`src/rtl/sqrt_display_n.sv`:
```
// Bit-serial integer square root with a scanned, leading-zero-blanked 7-segment readout.
// A free-running double-dabble converter feeds the display from operand, root or remainder.
module sqrt_display_n #(
   parameter int unsigned WIDTH        = 16,
   parameter int unsigned DIGITS       = 4,
   parameter int unsigned REFRESH_BITS = 17
) (
   input  logic                 clk,
   input  logic                 clr,
   input  logic [WIDTH-1:0]     a,
   input  logic                 start,
   input  logic                 show_rem,
   output logic [6:0]           ag,
   output logic [DIGITS-1:0]    an,
   output logic                 valid,
   output logic                 busy,
   output logic [WIDTH/2-1:0]   root,
   output logic [WIDTH/2:0]     rem
);

   localparam int unsigned HW    = WIDTH / 2;
   localparam int unsigned RW    = HW + 2;
   localparam int unsigned IW    = $clog2(HW);
   localparam int unsigned CW    = $clog2(WIDTH + 1);
   localparam int unsigned NBMIN = (WIDTH * 3) / 10 + 1;
   localparam int unsigned NBCD  = (NBMIN > DIGITS) ? NBMIN : DIGITS;
   localparam int unsigned BW    = 4 * NBCD;
   localparam int unsigned DW    = 4 * DIGITS;
   localparam int unsigned DIW   = (DIGITS > 1) ? $clog2(DIGITS) : 1;

   localparam logic [1:0] S_IDLE = 2'd0;
   localparam logic [1:0] S_SQRT = 2'd1;
   localparam logic [1:0] S_DONE = 2'd2;

   localparam logic [6:0] SEG_DASH  = 7'h3F;
   localparam logic [6:0] SEG_BLANK = 7'h7F;
   localparam logic [6:0] SEG_ZERO  = 7'h40;

   function automatic logic [6:0] seg7(input logic [3:0] d);
      logic [6:0] s;
      case (d)
         4'd0:    s = 7'h40;
         4'd1:    s = 7'h79;
         4'd2:    s = 7'h24;
         4'd3:    s = 7'h30;
         4'd4:    s = 7'h19;
         4'd5:    s = 7'h12;
         4'd6:    s = 7'h02;
         4'd7:    s = 7'h78;
         4'd8:    s = 7'h00;
         4'd9:    s = 7'h10;
         default: s = SEG_BLANK;
      endcase
      return s;
   endfunction

   // ---------------- square-root engine ----------------
   logic [1:0]       state_q, state_d;
   logic [WIDTH-1:0] x_q, x_d;
   logic [RW-1:0]    r_q, r_d;
   logic [HW-1:0]    q_q, q_d;
   logic [IW-1:0]    it_q, it_d;
   logic [HW-1:0]    root_q, root_d;
   logic [HW:0]      rem_q, rem_d;
   logic             valid_q, valid_d;
   logic             busy_q, busy_d;

   logic [RW-1:0]    r_sh, t_try, r_it;
   logic [HW-1:0]    q_it;

   // One restoring iteration: bring down two operand bits, trial-subtract 4q+1.
   always_comb begin
      r_sh  = {r_q[RW-3:0], x_q[WIDTH-1 -: 2]};
      t_try = {q_q, 2'b01};
      r_it  = r_sh;
      q_it  = {q_q[HW-2:0], 1'b0};
      if (r_sh >= t_try) begin
         r_it = r_sh - t_try;
         q_it = {q_q[HW-2:0], 1'b1};
      end
   end

   always_comb begin
      state_d = state_q;
      x_d     = x_q;
      r_d     = r_q;
      q_d     = q_q;
      it_d    = it_q;
      root_d  = root_q;
      rem_d   = rem_q;
      valid_d = valid_q;
      busy_d  = busy_q;
      case (state_q)
         S_IDLE, S_DONE: begin
            if (start) begin
               state_d = S_SQRT;
               x_d     = a;
               r_d     = '0;
               q_d     = '0;
               it_d    = '0;
               busy_d  = 1'b1;
               valid_d = 1'b0;
            end
         end
         S_SQRT: begin
            x_d  = {x_q[WIDTH-3:0], 2'b00};
            r_d  = r_it;
            q_d  = q_it;
            it_d = IW'(it_q + IW'(1));
            if (it_q == IW'(HW - 1)) begin
               state_d = S_DONE;
               root_d  = q_it;
               rem_d   = r_it[HW:0];
               busy_d  = 1'b0;
               valid_d = 1'b1;
            end
         end
         default: state_d = S_IDLE;
      endcase
   end

   always_ff @(posedge clk or negedge clr) begin
      if (!clr) begin
         state_q <= S_IDLE;
         x_q     <= '0;
         r_q     <= '0;
         q_q     <= '0;
         it_q    <= '0;
         root_q  <= '0;
         rem_q   <= '0;
         valid_q <= 1'b0;
         busy_q  <= 1'b0;
      end else begin
         state_q <= state_d;
         x_q     <= x_d;
         r_q     <= r_d;
         q_q     <= q_d;
         it_q    <= it_d;
         root_q  <= root_d;
         rem_q   <= rem_d;
         valid_q <= valid_d;
         busy_q  <= busy_d;
      end
   end

   // ---------------- binary-to-BCD converter ----------------
   logic [CW-1:0]    cnt_q, cnt_d;
   logic [WIDTH-1:0] bin_q, bin_d;
   logic [BW-1:0]    bcd_q, bcd_d;
   logic [DW-1:0]    disp_q, disp_d;
   logic             ovf_q, ovf_d;

   logic [WIDTH-1:0] src;
   logic [BW-1:0]    bcd_adj, bcd_sh;

   always_comb begin
      src = valid_q ? (show_rem ? WIDTH'(rem_q) : WIDTH'(root_q)) : a;
      bcd_adj = bcd_q;
      for (int unsigned i = 0; i < NBCD; i++) begin
         if (bcd_q[4*i +: 4] >= 4'd5) bcd_adj[4*i +: 4] = bcd_q[4*i +: 4] + 4'd3;
      end
      bcd_sh = {bcd_adj[BW-2:0], bin_q[WIDTH-1]};
   end

   // Load on count 0, then WIDTH shifts; the finished pass is published in one edge.
   always_comb begin
      cnt_d  = cnt_q;
      bin_d  = bin_q;
      bcd_d  = bcd_q;
      disp_d = disp_q;
      ovf_d  = ovf_q;
      if (cnt_q == '0) begin
         bin_d = src;
         bcd_d = '0;
         cnt_d = CW'(1);
      end else begin
         bin_d = {bin_q[WIDTH-2:0], 1'b0};
         bcd_d = bcd_sh;
         if (cnt_q == CW'(WIDTH)) begin
            cnt_d  = '0;
            disp_d = bcd_sh[DW-1:0];
            ovf_d  = |(bcd_sh >> DW);
         end else begin
            cnt_d = CW'(cnt_q + CW'(1));
         end
      end
   end

   always_ff @(posedge clk or negedge clr) begin
      if (!clr) begin
         cnt_q  <= '0;
         bin_q  <= '0;
         bcd_q  <= '0;
         disp_q <= '0;
         ovf_q  <= 1'b0;
      end else begin
         cnt_q  <= cnt_d;
         bin_q  <= bin_d;
         bcd_q  <= bcd_d;
         disp_q <= disp_d;
         ovf_q  <= ovf_d;
      end
   end

   // ---------------- digit scan ----------------
   logic [REFRESH_BITS-1:0] pre_q, pre_d;
   logic [DIW-1:0]          dig_q, dig_d;
   logic [DIGITS-1:0]       an_q, an_d;
   logic [6:0]              ag_q, ag_d;
   logic [DIGITS-1:0]       shown;
   logic                    seen;
   logic [3:0]              cur_dig;
   logic                    cur_shown;

   always_comb begin
      pre_d = REFRESH_BITS'(pre_q + REFRESH_BITS'(1));
      dig_d = dig_q;
      if (&pre_q) dig_d = (dig_q == DIW'(DIGITS - 1)) ? '0 : DIW'(dig_q + DIW'(1));

      // A digit is lit if it or any more significant digit is nonzero; ones always lit.
      seen  = 1'b0;
      shown = '0;
      for (int i = int'(DIGITS) - 1; i >= 0; i--) begin
         seen     = seen | (disp_q[4*i +: 4] != 4'd0);
         shown[i] = seen | (i == 0);
      end

      cur_dig   = 4'd0;
      cur_shown = 1'b0;
      for (int unsigned i = 0; i < DIGITS; i++) begin
         if (dig_d == DIW'(i)) begin
            cur_dig   = disp_q[4*i +: 4];
            cur_shown = shown[i];
         end
      end

      an_d = ~(DIGITS'(1) << dig_d);
      if (ovf_q)           ag_d = SEG_DASH;
      else if (!cur_shown) ag_d = SEG_BLANK;
      else                 ag_d = seg7(cur_dig);
   end

   always_ff @(posedge clk or negedge clr) begin
      if (!clr) begin
         pre_q <= '0;
         dig_q <= '0;
         an_q  <= ~DIGITS'(1);
         ag_q  <= SEG_ZERO;
      end else begin
         pre_q <= pre_d;
         dig_q <= dig_d;
         an_q  <= an_d;
         ag_q  <= ag_d;
      end
   end

   assign ag    = ag_q;
   assign an    = an_q;
   assign valid = valid_q;
   assign busy  = busy_q;
   assign root  = root_q;
   assign rem   = rem_q;

endmodule

```
`config.mk`:
```
export PLATFORM = sky130hd
export DESIGN_NAME = sqrt_display_n
export DESIGN_NICKNAME = d
export VERILOG_FILES = /design/src/rtl/sqrt_display_n.sv
export SDC_FILE = /design/constraint.sdc
export NUM_CORES = 1
export LEC_CHECK = 0
export ABC_CLOCK_PERIOD_IN_PS = 3290
export BUFFER_PORTS_ARGS = -buffer_cell sky130_fd_sc_hd__buf_2
export CAP_MARGIN = 15
export CELL_PAD_IN_SITES_DETAIL_PLACEMENT = 0
export CELL_PAD_IN_SITES_GLOBAL_PLACEMENT = 1
export CORE_MARGIN = 2
export CORE_UTILIZATION = 30
export DETAILED_ROUTE_END_ITERATION = 6
export GPL_TIMING_DRIVEN = 0
export PLACE_DENSITY = 0.67
export SLEW_MARGIN = 20
export SYNTH_ARGS = -nofsm -noshare
export SYNTH_HDL_FRONTEND = slang
export SYNTH_SLANG_ARGS = --single-unit
```
`constraint.sdc`:
```
create_clock -name clk -period 3.29 [get_ports clk]
set_input_delay 0.658 -clock clk [delete_from_list [all_inputs] [get_ports clk]]
set_output_delay 0.658 -clock clk [all_outputs]
set_load 0.02 [all_outputs]
```
# Yosys cells after proc, flatten, opt, wreduce, memory -nomap -nowiden
# Memory sizes are Yosys's and may differ from the RTL's.
# Index checks and enable logic that the tools add are counted.
# totals
input_bits	20
out_inout_bits	30
mem_bits_ro	112
mem_count	1
ff_bits	144
# op_classes
bitwise	4
muxes	42
addsub	10
order_cmp	6
n_reduce_logical	15
n_shift	1
n_eq_ne	10
# memory_table
name	depth	width	rd	rd_clocked_by_memory_dff	write_ports	line_no	text
(name not given)	16	7	1	0	0	41	case (d)
# ops
operator	count
16-bit 2-to-1 mux	3
4-bit 2-to-1 mux	8
16-bit one-hot mux with 2 select lines	1
8-bit one-hot mux with 2 select lines	2
4-bit by 3-bit >= comparator with 1-bit output (second input constant)	5
20-bit 2-to-1 mux	1
9-bit 2-to-1 mux	2
17-bit by 1-bit adder with 17-bit output (second input constant)	1
17-bit AND reduction	1
4-bit by 2-bit adder with 4-bit output (second input constant)	4
8-bit 2-to-1 mux	2
7-bit 2-to-1 mux	2
4-bit nonzero test	3
10-bit >= comparator	1
5-bit 2-to-1 mux	2
1-bit 2-to-1 mux	9
9-bit subtractor	1
2-bit equality test (second input constant)	4
2-bit 2-to-1 mux	4
2-bit AND reduction	4
3-bit 2-to-1 mux	2
3-bit one-hot mux with 2 select lines	1
5-bit by 1-bit adder with 5-bit output (second input constant)	1
5-bit equality test (second input constant)	1
18 further kinds	23

# Logic depth before layout (Yosys ltp)
# An unclocked memory read counts as a cell.
# logic_depth
depth_word	11
mapped_depth	14
ltp_nobuf	12

# Worst setup path after synthesis
# OpenSTA, ideal clock, no wires.
# synth_path
kind	reg-to-reg
startpoint	register pre_q[0]
endpoint	register ag_q[1] (netlist: ag[1])
path_stages_with_launch	14
required_time_ps	3168
setup_slack_ps	432
arrival_ps	2736
period_less_slack_ps	2858
cell_sequence	dfrtp_1 -> ha_1 -> and3_1 -> clkbuf_1 -> nand2_1 -> nor2_1 -> ha_1 -> mux2i_1 -> buf_4 -> mux2i_1 -> mux2i_1 -> ha_1 -> o22ai_1 -> nand2_1
# synth_via
elab_chain_len	10
# synth_lines
element	line_no	text
from (decl)	206	logic [REFRESH_BITS-1:0] pre_q, pre_d;
from (signal assigned)	250	pre_q <= pre_d;
17-bit AND reduction (*)	218	if (&pre_q) dig_d = (dig_q == DIW'(DIGITS - 1)) ? '0 : DIW'(dig_q + DIW'(1));
2-bit 2-to-1 mux (*)	218	
2-bit logical NOT	231	if (dig_d == DIW'(i)) begin
4-bit 2-to-1 mux (4 in a row)	231	
memory 16 x 7 bit	--	
7-bit 2-to-1 mux (*)	239	else if (!cur_shown) ag_d = SEG_BLANK;
7-bit 2-to-1 mux (*)	238	if (ovf_q) ag_d = SEG_DASH;
via ag_d[1]	209	logic [6:0] ag_q, ag_d;
to (signal assigned)	253	ag_q <= ag_d;
to (decl)	209	
# Mark *: on every way through the listed nets, which the timed path passes. The rest lies on a longest branch.
# A chain may end at the register's enable or synchronous reset.

# Final worst setup path
# layout_path
startpoint	register pre_q[0]
endpoint	register ag_q[5] (netlist: ag[5])
# layout_via
elab_chain_len	10
# layout_lines
element	line_no	text
17-bit AND reduction (*)	218	
2-bit 2-to-1 mux (*)	218	
via dig_d[0]	207	logic [DIW-1:0] dig_q, dig_d;
2-bit logical NOT	231	
4-bit 2-to-1 mux (4 in a row)	231	
memory 16 x 7 bit	--	
7-bit 2-to-1 mux (*)	239	
7-bit 2-to-1 mux (*)	238	
via ag_d[5]	209	
# Marked as above.

==> metrics.md <==
| Metric | Value |
|---|---|
| Outcome | finished, final reports clean |
| Synth async-reset ratio | 100% |
| Tcrit/Tclk final | 92.7% |
| Core Box Area | approximately 22000 um2 |
| Worst Hold Class | in2async |
| Ys Warns | 0 |
| Tot GR Track Use | 13.8% |
| Area of the multi-input gates | 2940 um2 |
| Non-Filler Cell Area, Final | 7990 um2 |
| Vias | 4928 |
| Pin count of the biggest net entering global routing | 82 |
| Synth area leaders | dfrtp_1, nand2_1, ha_1 |
| Met2 usage | 22.2% |
| Drt first pass iters | 6 |
| I/O pin total | 50 |
| Drt drc | 0 |
| Worst-path fanout max | 10 |
| Die Ht | 154 um |
| Hold Vio Cnt, Final | 0 |
| Total grt overflow | 0 |
| Top FF cell, synth | dfrtp_1 |
| Number of flops mapped to enable cells by yosys | 0 |
| Synth Area per Inst | 9.84 um2 |
| Clock H-tree levels | 4 |
| M1 GR Usage | between 15 and 20% |
| Area delta synth->final | 18.4% |
| Reg-to-reg slack, setup | around 0.24 ns |
| CTS tree | yes |
| Setup TNS | 0 ns |
| Final core utilization | 36.4% |
| Synth Register Bits | around 140 |
| Initial antenna violation count | 0 |
| Vias in the first global route | around 5.0k |
| CP Cell Sequence | ha_1 -> and3_2 -> nand2_1 -> nor2_1 -> ha_2 -> nand2b_1 -> mux2i_4 -> mux2i_1 -> nor3b_1 -> o21ai_1 |
| Die width | between 150 and 200 um |
| Synthesized area | 6750 um2 |
| Avg Vias per Cell | 4.71 |
| Rel. slew slack | 34.3% |
| Cell with the most instances after synthesis | dfrtp_1 |
| Worst IR Drop VDD | between 0.4 and 0.5 mV |
| Antenna viol nets, final | 0 |
| Total nets after synthesis | 734 |
| Final slew viol count | 0 |
| I/O Buffers | 48 |
| DRT Wirelength | 15700 um |
| Endpoint type of the worst setup path | flip-flop |
| Crit path largest cell delay | 0.65 ns |
| Placed instance area | 7380 um2 |
| Rows | 54 |
| Initial Util | 30.7% |
| Commonest cells in the netlist | dfrtp_1, nand2_1, o21ai_0 |
| Placer Congestion | ~0.78 |
| Final Power | slightly below 8 mW |
| CTS Sinks | 144 |
| Worst-path clk slew | ~0.06 ns |
| CP Class | reg2reg |
| Max Cap Viol | 0 |
| FMAX | 0.328 GHz |
| Antenna cells | 0 |
| Static leakage | 3.78 nW |
| Clk_lat worst skew | 0.42 ns |
| Register area share after synthesis | 53.5% |
| Final HPWL DP | between 10000 and 15000 um |
| Flip-flop and latch area | 3610 um2 |
| Busiest layer in global routing | met2 |
| Period minus WS final | 3.05 ns |
| Mapped Cells | 686 |
| Top-area cell type share of the netlist area | 51.9% |
| Met3 Use GR | 3.61% |
| First-pass GRT wire length | 25900 um |
| CP arrival | between 3 and 4 ns |
| Hold WS | 0.212 ns |
| CP Launch Type | flip-flop |
| Pwr Density | 986 nW/um2 |
| Num CTS Buffers | 17 |
| Slowest CP cell | mux2i_1 |
| CTS Buffer Depth | 2 |
| Setup Skew | 0.00877 ns |
| Post-CTS setup buffer count | 0 |
| Final setup viols | 0 |
| Worst slew pin tran | 0.978 ns |
| Die Area | 23700 um2 |
| FILL cells | 2233 |
| Crit path buf inv count | 0 |
| Layout Nets | 801 |
| Synth area leader | dfrtp_1 |
| RSZ-0062 raised after global routing | false |
| Worst path required time | 3.59 ns |
| Root buffer cell | clkbuf_16 |
| Initial drt markers | between 200 and 250 |
| Routed len/inst | 15.0 um |
| Top Family by Delay on Critical Path | multiplexers |
| Synth unique cells | 46 |
| Layout cells sized above 1 | between 10% and 20% |
[layer usage]
metal,share of wire [%],up-vias
met5,0,-
li1,-,2456
met3,3.8,22
met1,48,2366
met2,46,84
met4,2.0,0
[flip-flops by register name, indices dropped and copies added, names as in the netlist, 9 cells and up]
name	count
bcd_q	20
pre_q	17
bin_q	16
disp_q	16
x_q	16
rem	9
[path summary, 6_finish.rpt]
| path | from | to | cells past startpoint |
|---|---|---|---|
| setup reg to reg | pre_q[0]$_DFF_PN0_ | ag[5]$_DFF_PN0_ | 10 |
| hold reg to reg | bin_q[12]$_DFF_PN0_ | bin_q[13]$_DFF_PN0_ | 2 |
| min in group clk | bin_q[12]$_DFF_PN0_ | bin_q[13]$_DFF_PN0_ | 2 |
| max in group asynchronous | clr | busy$_DFFE_PN0P_ | 2 |
| hold / removal | clr | pre_q[7]$_DFF_PN0_ | 1 |
| setup / recovery | pre_q[0]$_DFF_PN0_ | ag[5]$_DFF_PN0_ | 10 |
[layout by cell type (no fill, tap or decap), types with 6 or more instances in the layout]
cell,count
mux2i_1,24
a21oi_1,28
a31oi_1,15
clkbuf_1,26
clkbuf_16,17
nand3_1,13
nor3b_1,11
nor2b_1,6
o21a_1,7
nand2b_1,13
inv_1,29
nor2_1,48
ha_1,27
nand3b_1,8
o21ai_1,14
dfrtp_1,140
o21ai_0,64
buf_2,47
nand2_1,128
mux2_2,8
xnor2_1,21
[cell type report]
type	instances	share of cell area (%)
buffer	29	1.55
clock buffer	17	5.32
clock inverter	15	1.97
inverter	29	1.36
multi-input combinational	483	36.8
sequential	144	45.2
tap	280	4.39
timing repair buffer	49	3.48
[timing repair]
action / CTS / global route
resized for setup: 3 / 5
cloned: 0 / 0
endpoints found under the setup margin: 5 / 7
hold buffers: 0 / 0
[stage by stage]
step	setup WS, ns	instances
floorplan	0.432	686
global placement	-0.657	1014
detailed placement	-0.0913	1015
CTS	0.0885	1046
global route	0.0110	1046
finish	0.239	1046
[report_power, final]
part | internal, mW | total [mW] | leakage [nW] | switching (mW)
logic | 1.30 | 3.23 | 1.70 | 1.93
registers | 2.34 | 2.72 | 1.80 | 0.378
clock network | 1.12 | 1.93 | 0.276 | 0.805
[cell families after synthesis]
kind of cell	after synthesis	share of synthesized area (%)
AND/OR/NAND/NOR	249	16.7
flip-flops	144	53.5
AO/OA/AOI/OAI	143	12.0
buffers and inverters	59	3.45
multiplexers	37	5.82
adder cells (fa/ha/maj)	28	5.19
XOR/XNOR	26	3.37
(Power assumes the default switching activity.)
